File: src/rtl/au_issue.sv
// Micro-op issue stage for the arithmetic unit: a 4-deep op FIFO, an NREG x W
// register file, and an IDLE/ISSUE/WAIT/WB sequencer with a done timeout.
module au_issue #(
  parameter int W    = 24,
  parameter int NREG = 8,
  parameter int TMO  = 63
) (
  input  logic         clk,
  input  logic         rst,
  input  logic         op_valid,
  output logic         op_ready,
  input  logic [1:0]   op_code,
  input  logic [1:0]   op_muly,
  input  logic [2:0]   op_ra,
  input  logic [2:0]   op_rb,
  input  logic [2:0]   op_rd,
  input  logic [W-1:0] op_imm,
  input  logic         wr_en,
  input  logic [2:0]   wr_addr,
  input  logic [W-1:0] wr_data,
  input  logic [2:0]   rd_addr,
  output logic [W-1:0] rd_data,
  output logic         au_start,
  output logic [W-1:0] au_R,
  output logic [W-1:0] au_S,
  output logic [W-1:0] au_Iimm,
  output logic [1:0]   au_op_sel,
  output logic [1:0]   au_mul_y_sel,
  input  logic [W-1:0] au_result,
  input  logic         au_done,
  output logic         idle,
  output logic         err_tmo
);
  localparam int CW = $clog2(TMO + 1);

  typedef struct packed {
    logic [1:0]   code;
    logic [1:0]   muly;
    logic [2:0]   ra;
    logic [2:0]   rb;
    logic [2:0]   rd;
    logic [W-1:0] imm;
  } uop_t;

  typedef enum logic [1:0] {IDLE, ISSUE, WAIT, WB} st_t;

  st_t            state, state_nxt;
  uop_t           fifo [4];
  logic [1:0]     wp, rp;
  logic [2:0]     cnt;
  logic [W-1:0]   rf [NREG];
  logic [2:0]     rd_q;
  logic [W-1:0]   res_q;
  logic [CW-1:0]  wcnt;
  logic           push, pop, tmo_hit;

  assign op_ready = (cnt != 3'd4);
  assign push     = op_valid && op_ready;
  assign pop      = (state == IDLE) && (cnt != 3'd0);
  assign tmo_hit  = (state == WAIT) && !au_done && (wcnt == CW'(TMO - 1));
  assign rd_data  = rf[rd_addr];

  always_ff @(posedge clk or posedge rst) begin
    if (rst) begin
      wp  <= '0;
      rp  <= '0;
      cnt <= '0;
      for (int i = 0; i < 4; i++) fifo[i] <= '0;
    end else begin
      if (push) begin
        fifo[wp] <= '{code: op_code, muly: op_muly, ra: op_ra, rb: op_rb, rd: op_rd, imm: op_imm};
        wp       <= wp + 2'd1;
      end
      if (pop) rp <= rp + 2'd1;
      if (push && !pop)      cnt <= cnt + 3'd1;
      else if (pop && !push) cnt <= cnt - 3'd1;
    end
  end

  always_ff @(posedge clk or posedge rst) begin
    if (rst) state <= IDLE;
    else     state <= state_nxt;
  end

  always_comb begin
    state_nxt = state;
    case (state)
      IDLE:  if (cnt != 3'd0) state_nxt = ISSUE;
      ISSUE: state_nxt = WAIT;
      WAIT:  if (au_done) state_nxt = WB;
             else if (tmo_hit) state_nxt = IDLE;
      WB:    state_nxt = IDLE;
      default: state_nxt = IDLE;
    endcase
  end

  always_comb begin
    au_start = (state == ISSUE);
    idle     = (state == IDLE) && (cnt == 3'd0);
  end

  // Operands are sampled from the file on the pop edge, so a host write on
  // that same edge is not seen by this op.
  always_ff @(posedge clk or posedge rst) begin
    if (rst) begin
      au_R         <= '0;
      au_S         <= '0;
      au_Iimm      <= '0;
      au_op_sel    <= '0;
      au_mul_y_sel <= '0;
      rd_q         <= '0;
      res_q        <= '0;
      wcnt         <= '0;
      err_tmo      <= 1'b0;
    end else begin
      if (pop) begin
        au_R         <= rf[fifo[rp].ra];
        au_S         <= rf[fifo[rp].rb];
        au_Iimm      <= fifo[rp].imm;
        au_op_sel    <= fifo[rp].code;
        au_mul_y_sel <= fifo[rp].muly;
        rd_q         <= fifo[rp].rd;
      end
      if (state == ISSUE) wcnt <= '0;
      else if (state == WAIT) wcnt <= wcnt + 1'b1;
      if (state == WAIT && au_done) res_q <= au_result;
      if (tmo_hit) err_tmo <= 1'b1;
    end
  end

  // r0 is never written; the writeback takes priority over the host port.
  always_ff @(posedge clk or posedge rst) begin
    if (rst) begin
      for (int i = 0; i < NREG; i++) rf[i] <= '0;
    end else begin
      for (int i = 1; i < NREG; i++) begin
        if (state == WB && rd_q == 3'(i))    rf[i] <= res_q;
        else if (wr_en && wr_addr == 3'(i)) rf[i] <= wr_data;
      end
    end
  end
endmodule
File: config.mk
export PLATFORM = sky130hd
export DESIGN_NAME = au_issue
export DESIGN_NICKNAME = d
export VERILOG_FILES = /design/src/rtl/au_issue.sv
export SDC_FILE = /design/constraint.sdc
export NUM_CORES = 1
export LEC_CHECK = 0
export BUFFER_PORTS_ARGS = -buffer_cell sky130_fd_sc_hd__buf_4
export CORE_MARGIN = 2
export CORE_UTILIZATION = 45
export CTS_BUF_LIST = sky130_fd_sc_hd__clkbuf_16
export DETAILED_ROUTE_END_ITERATION = 10
export GPL_TIMING_DRIVEN = 0
export SYNTH_ARGS = -nofsm -noshare
export SYNTH_HDL_FRONTEND = slang
export SYNTH_SLANG_ARGS = --single-unit
File: constraint.sdc
create_clock -name clk -period 36 [get_ports clk]
set_clock_uncertainty 0.15 [all_clocks]
set_input_delay 5.4 -clock clk [delete_from_list [all_inputs] [get_ports clk]]
set_output_delay 5.4 -clock clk [all_outputs]
set_load 0.005 [all_outputs]
==> impl_metrics.yaml, run 1 <==
cts:
  hold_buffers: 0
  cts-buffers-inserted: 50
  cts_root_buf: "clkbuf_16"
  cts_sinks: 435
  cts-htree-levels: 2
  cts_resized: 0
  clkTransAtPathRegs_ns: 0.06
  cts_setup_buffers: 0
  clock_latency_ns: 0.62
  cts_tree: "built"
  cts_buffer_depth: 3
cells_and_area:
  final_common_cell: "dfrtp_1"
  synthToLayoutAreaGrowth_pct: 16.9
  drive_gt1_share_pct: 27.5
  fillers: 4554
  fin_util_pct: 52.9
  layout.nets: 2390
  layout_common_cells: "435 x dfrtp_1, 316 x mux2i_1, 229 x mux2_2"
synth:
  synth_cell_type_count: 45
  synth_ff_type: "dfrtp_1"
  syn-cell-area_sq_um: 23600
  yosys-top-cells-area: "dfrtp_1 46%, mux2i_1 13%, mux2_2 11%"
  yosysTopAreaCell: "dfrtp_1"
  ys_seq_area_share_pct: 46.0
  synthCells: 2031
  postSynthAreaPerCell_sq_um: 11.6
  synthArstFlopShare_pct: 100
  synth-seq-cells: 435
  syn-num-nets: 2139
  synth-edff-count: 0
  synth_top_area_share_pct: 46.0
  ys_warn_count: 24
pwr:
  p_seq_share_pct: 32.4
  pwr-share-clk_pct: 16.8
  leakage_nw: 12.6
  switching_share_pct: 41.0
  powerDensity_nw_per_um2: 106
  switchingPower_w: 0.00120
  ir_worst_vdd_mv: 0.0605
  pwr-share-comb_pct: 50.8
  power.internal_w: 0.00173
  fin_total_pwr_w: 0.00293
grt:
  grt_usage_pct: 28.4
  grt_pass1_vias: 18300
  antenna_found_initial: 10
  overflow: 0
  grt_first_pass_wirelength_mm: 115
  grt_max_degree: 111
floorplanning:
  start_util_pct: 45.3
  rows: 84
  io_pins: 200
  design.core.area_sq_um: 52200
  die_height_um: 233
  die_x_um: 233
  die_area_sq_um: 54400
detailed_routing:
  first_iter_violations: 1557
  drtAntennaViolNets: 0
  drtPass1Iterations: 5
  drt-total-wl_mm: 77.3
  vias: 18100
  post-route-drc-count: 0
  via_per_inst: 6.00
  wl_per_cell_um: 25.6
worst_setup_path:
  setup.worst_path.class: "input pin to primary output"
  required_ns: 30.45
  crit_arrival_ns: 7.83
  crit_path_start_kind: "input pin"
  worst-path-max-fanout: 10
  endpoint_kind: "primary output"
placement:
  dp.final_hpwl_mm: 54.6
  dp_slack_ns: 22.74
  io_buffers: 195
  gp_congestion: 0.950
timing:
  fmax_ghz: 0.0747
  timing_hold_violations_final: 0
  finalCritPeriodShare_pct: 37.2
  slew_violations: 0
  setup_tns_ns: 0
  fin_crit_ns: 13.38
  final.setup.worst_slack_ns: 22.62
  worstMarginPinSlew_ns: 1.12
  setup_viol: 0
  max_slew_margin_pct: 25.1
  rsz0062_at_grt: "no"
status:
  outcome: "finished, final reports clean"
hold_path:
  hp-class: "register to register"
job:
  cap_violations: 0
## cells by family after synthesis
| group | Yosys count | share of synthesized area, % |
|---|---|---|
| adder cells (fa/ha/maj) | 12 | 0.667 |
| flip-flops | 435 | 46.0 |
| AO/OA/AOI/OAI | 384 | 11.1 |
| AND/OR/NAND/NOR | 319 | 6.65 |
| multiplexers | 607 | 30.1 |
| XOR/XNOR | 6 | 0.222 |
| buffers and inverters | 268 | 5.19 |
## worst max-delay path: stages
cell,delay (ns)
buf_4,0.13
buf_1,0.59
clkbuf_1,0.71
mux4_2,0.34
inv_1,0.04
a21oi_1,0.42
buf_4,0.20
## final timing paths
| check | from | end | slack [ns] | cells past startpoint |
|---|---|---|---|---|
| max | rd_addr[0] | rd_data[22] | 22.62 | 7 |
| min | err_tmo | err_tmo | 0.33 | 1 |
| max reg2reg | cnt[0] | cnt[2] | 31.49 | 10 |
| min reg2reg | err_tmo | err_tmo | 0.33 | 1 |
| max in group asynchronous | rst | rf[87] | 29.65 | 4 |
| min in group asynchronous | rst | wcnt[5] | 4.65 | 2 |
## cell usage after synthesis, types with 6 or more instances
cell type	instances
buf_4	6
nor2_1	102
and3_1	48
o22a_1	48
o21ai_0	78
buf_1	12
clkbuf_1	101
a221oi_1	71
ha_1	11
a32oi_1	48
mux2_2	229
mux4_2	61
inv_1	85
buf_2	45
dfrtp_1	435
nand2_1	90
mux2i_1	316
or2_1	46
buf_6	19
a21oi_1	122
## power by group through the flow
stage | sequential [W] | clock, W | combinational [W]
final | 0.000947 | 0.000493 | 0.00149
after global routing | 0.000977 | 0.000519 | 0.00158
after CTS | 0.000940 | 0.000500 | 0.00148
after detailed placement | 0.000947 | 0 | 0.00147
after global placement | 0.000934 | 0 | 0.00144
after floorplan | 0.000882 | 0 | 0.00102
## cell type report
class	count	area, sq um	area share (%)
clock buffers	50	1250	4.53
plain buffers	183	908	3.29
inverters	85	327	1.18
repair buffers	199	1570	5.69
flip-flops and latches	435	10900	39.4
diodes	6	15.0	0.0543
clock inverters	42	292	1.05
well taps	688	861	3.11
multi-input cells	1328	11500	41.7
## registers in the layout (all words and copies together) (netlist names), 2 cells and up
name,count
au_Iimm,24
au_R,24
au_S,24
au_mul_y_sel,2
au_op_sel,2
cnt,3
fifo,148
rd_q,3
res_q,24
rf,168
rp,2
state,2
wcnt,6
wp,2
## metal layers
metal,GRT usage [%],routed length (um),up-vias
li1,-,-,7968
met1,36.3,31000,9162
met2,46.0,36600,788
met3,7.74,7110,170
met4,10.4,2550,8
met5,0.643,90,-
## stage by stage
step | area, sq um | hold WS (ns) | cells
finish | 27600 | 0.330 | 3016
global route | 27600 | 0.347 | 3012
CTS | 27600 | 0.332 | 3010
detailed placement | 26100 | 0.317 | 2918
global placement | 26000 | 0.310 | 2914
floorplan | 23600 | 0.295 | 2031
Power figures use the tool's default switching activity.
==> run 2: changes to the inputs <==
- PLACE_DENSITY: default -> 0.65
- clock period: 36 -> 12.2 ns (I/O delays scaled with it)
==> run 2 against run 1 <==
Global-route usage barely moved. Worst setup slack worse by 17 ns. Combinational power rose to 2.9 times the previous value.
==> impl_metrics.yaml, run 2 (same netlist as run 1, synthesis figures left out) <==
worst_setup_path:
  setup.worst_path.class: "input pin to primary output"
  reg2reg_depth: 10
  crit_arrival_ns: 4.27
  endpoint_kind: "primary output"
  required_ns: 10.22
  worst-path-max-fanout: 10
  crit_path_start_kind: "input pin"
cts:
  hold_buffers: 0
  cts_tree: "built"
  cts_root_buf: "clkbuf_16"
  cts_resized: 0
  clkTransAtPathRegs_ns: 0.06
  clock_latency_ns: 0.60
  cts_sinks: 435
  cts_setup_buffers: 0
  cts-htree-levels: 2
  cts_buffer_depth: 3
  cts-buffers-inserted: 50
floorplanning:
  rows: 84
  start_util_pct: 45.3
  io_pins: 200
  design.core.area_sq_um: 52200
  die_area_sq_um: 54400
  die_height_um: 233
  die_x_um: 233
pwr:
  pwr-share-comb_pct: 50.2
  ir_worst_vdd_mv: 0.157
  switchingPower_w: 0.00353
  p_seq_share_pct: 32.0
  switching_share_pct: 40.3
  leakage_nw: 12.7
  powerDensity_nw_per_um2: 313
  power.internal_w: 0.00522
  pwr-share-clk_pct: 17.8
cells_and_area:
  top_regs: "rf (168), fifo (148)"
  final_common_cell: "dfrtp_1"
  fin_util_pct: 53.4
  largest_reg_flops: 168
  final_area_sq_um: 27900
  largest_register: "rf"
  synthToLayoutAreaGrowth_pct: 18.0
  layout_common_cells: "435 x dfrtp_1, 316 x mux2i_1, 229 x mux2_2"
  drive_gt1_share_pct: 28.0
  layout.nets: 2398
timing:
  finalCritPeriodShare_pct: 51.2
  worstMarginPinSlew_ns: 1.17
  slew_violations: 0
  timing_hold_violations_final: 0
  holdWs_ns: 0.322
  setup_tns_ns: 0
  setup_viol: 0
  rsz0062_at_grt: "no"
  max_slew_margin_pct: 22.3
  fmax_ghz: 0.160
  fin_crit_ns: 6.25
grt:
  overflow: 0
  grt_pass1_vias: 18500
  antenna_found_initial: 11
  grt_max_degree: 45
  grt_usage_pct: 28.3
  grt_first_pass_wirelength_mm: 116
placement:
  dp.final_hpwl_mm: 54.7
  io_buffers: 195
  dpl-instance-area_sq_um: 26200
  gp_congestion: 0.978
detailed_routing:
  vias: 18300
  first_iter_violations: 1747
  post-route-drc-count: 0
  wl_per_cell_um: 25.5
  drtPass1Iterations: 8
  via_per_inst: 6.05
  drtAntennaViolNets: 0
  drt-total-wl_mm: 77.0
job:
  cap_violations: 0
status:
  outcome: "finished, final reports clean"
hold_path:
  whs_path_depth: 1
  hp-class: "register to register"
[run 2: changes by cell type in the layout (fill, tap and decap cells not counted), moves of 2 or more]
cell,before,now
clkbuf_16,50,53
bufinv_16,3,7
inv_1,93,90
clkinv_1,14,10
buf_16,4,0
clkinvlp_4,2,4
buf_12,0,12
[run 2: final cells by class]
class	count	area (sq um)
tap	688	861
fill	4583	24300
inverter	85	323
buffer	183	908
clock buffer	53	1330
multi-input combinational	1328	11500
antenna	7	17.5
sequential	435	10900
clock inverter	37	352
timing repair buffer	207	1700
[run 2: path summary, 6_finish.rpt]
check                           startpoint          end  slack [ns]
worst max-delay path            rd_addr[0]  rd_data[22]        5.95
worst min-delay path               err_tmo      err_tmo        0.32
worst max register to register      cnt[0]       cnt[2]        7.56
worst min register to register     err_tmo      err_tmo        0.32
max in group asynchronous              rst   au_Iimm[6]        9.43
min in group asynchronous              rst  au_Iimm[20]        1.14
[run 2: power by group through the flow]
stage	Sequential [W]	Combinational (W)	Clock, W
2_1_floorplan	0.00260	0.00302	0
3_3_place_gp	0.00275	0.00422	0
3_5_place_dp	0.00279	0.00433	0
4_1_cts	0.00277	0.00435	0.00158
5_1_grt	0.00288	0.00470	0.00164
6_report	0.00280	0.00439	0.00156
[run 2: worst max-delay path, cell delays in order]
cell      delay [ns]
buf_4           0.14
buf_1           0.61
clkbuf_1        0.68
mux4_2          0.34
inv_1           0.04
a21oi_1         0.41
buf_4           0.20
[run 2: routing by layer]
metal	vias up	wire [um]	GRT usage [%]
met3	218	7560	7.52
met2	890	35800	45.5
met4	12	3490	11.9
li1	7996	-	-
met5	-	78	0
met1	9167	30000	36.2
[run 2: stage by stage]
step           power (W)  std cells  setup slack (ns)
2_1_floorplan    0.00563       2031              4.34
3_3_place_gp     0.00697       2914              1.72
3_5_place_dp     0.00712       2926              6.11
4_1_cts          0.00870       3016              6.10
5_1_grt          0.00921       3019              5.92
6_report         0.00874       3023              5.95
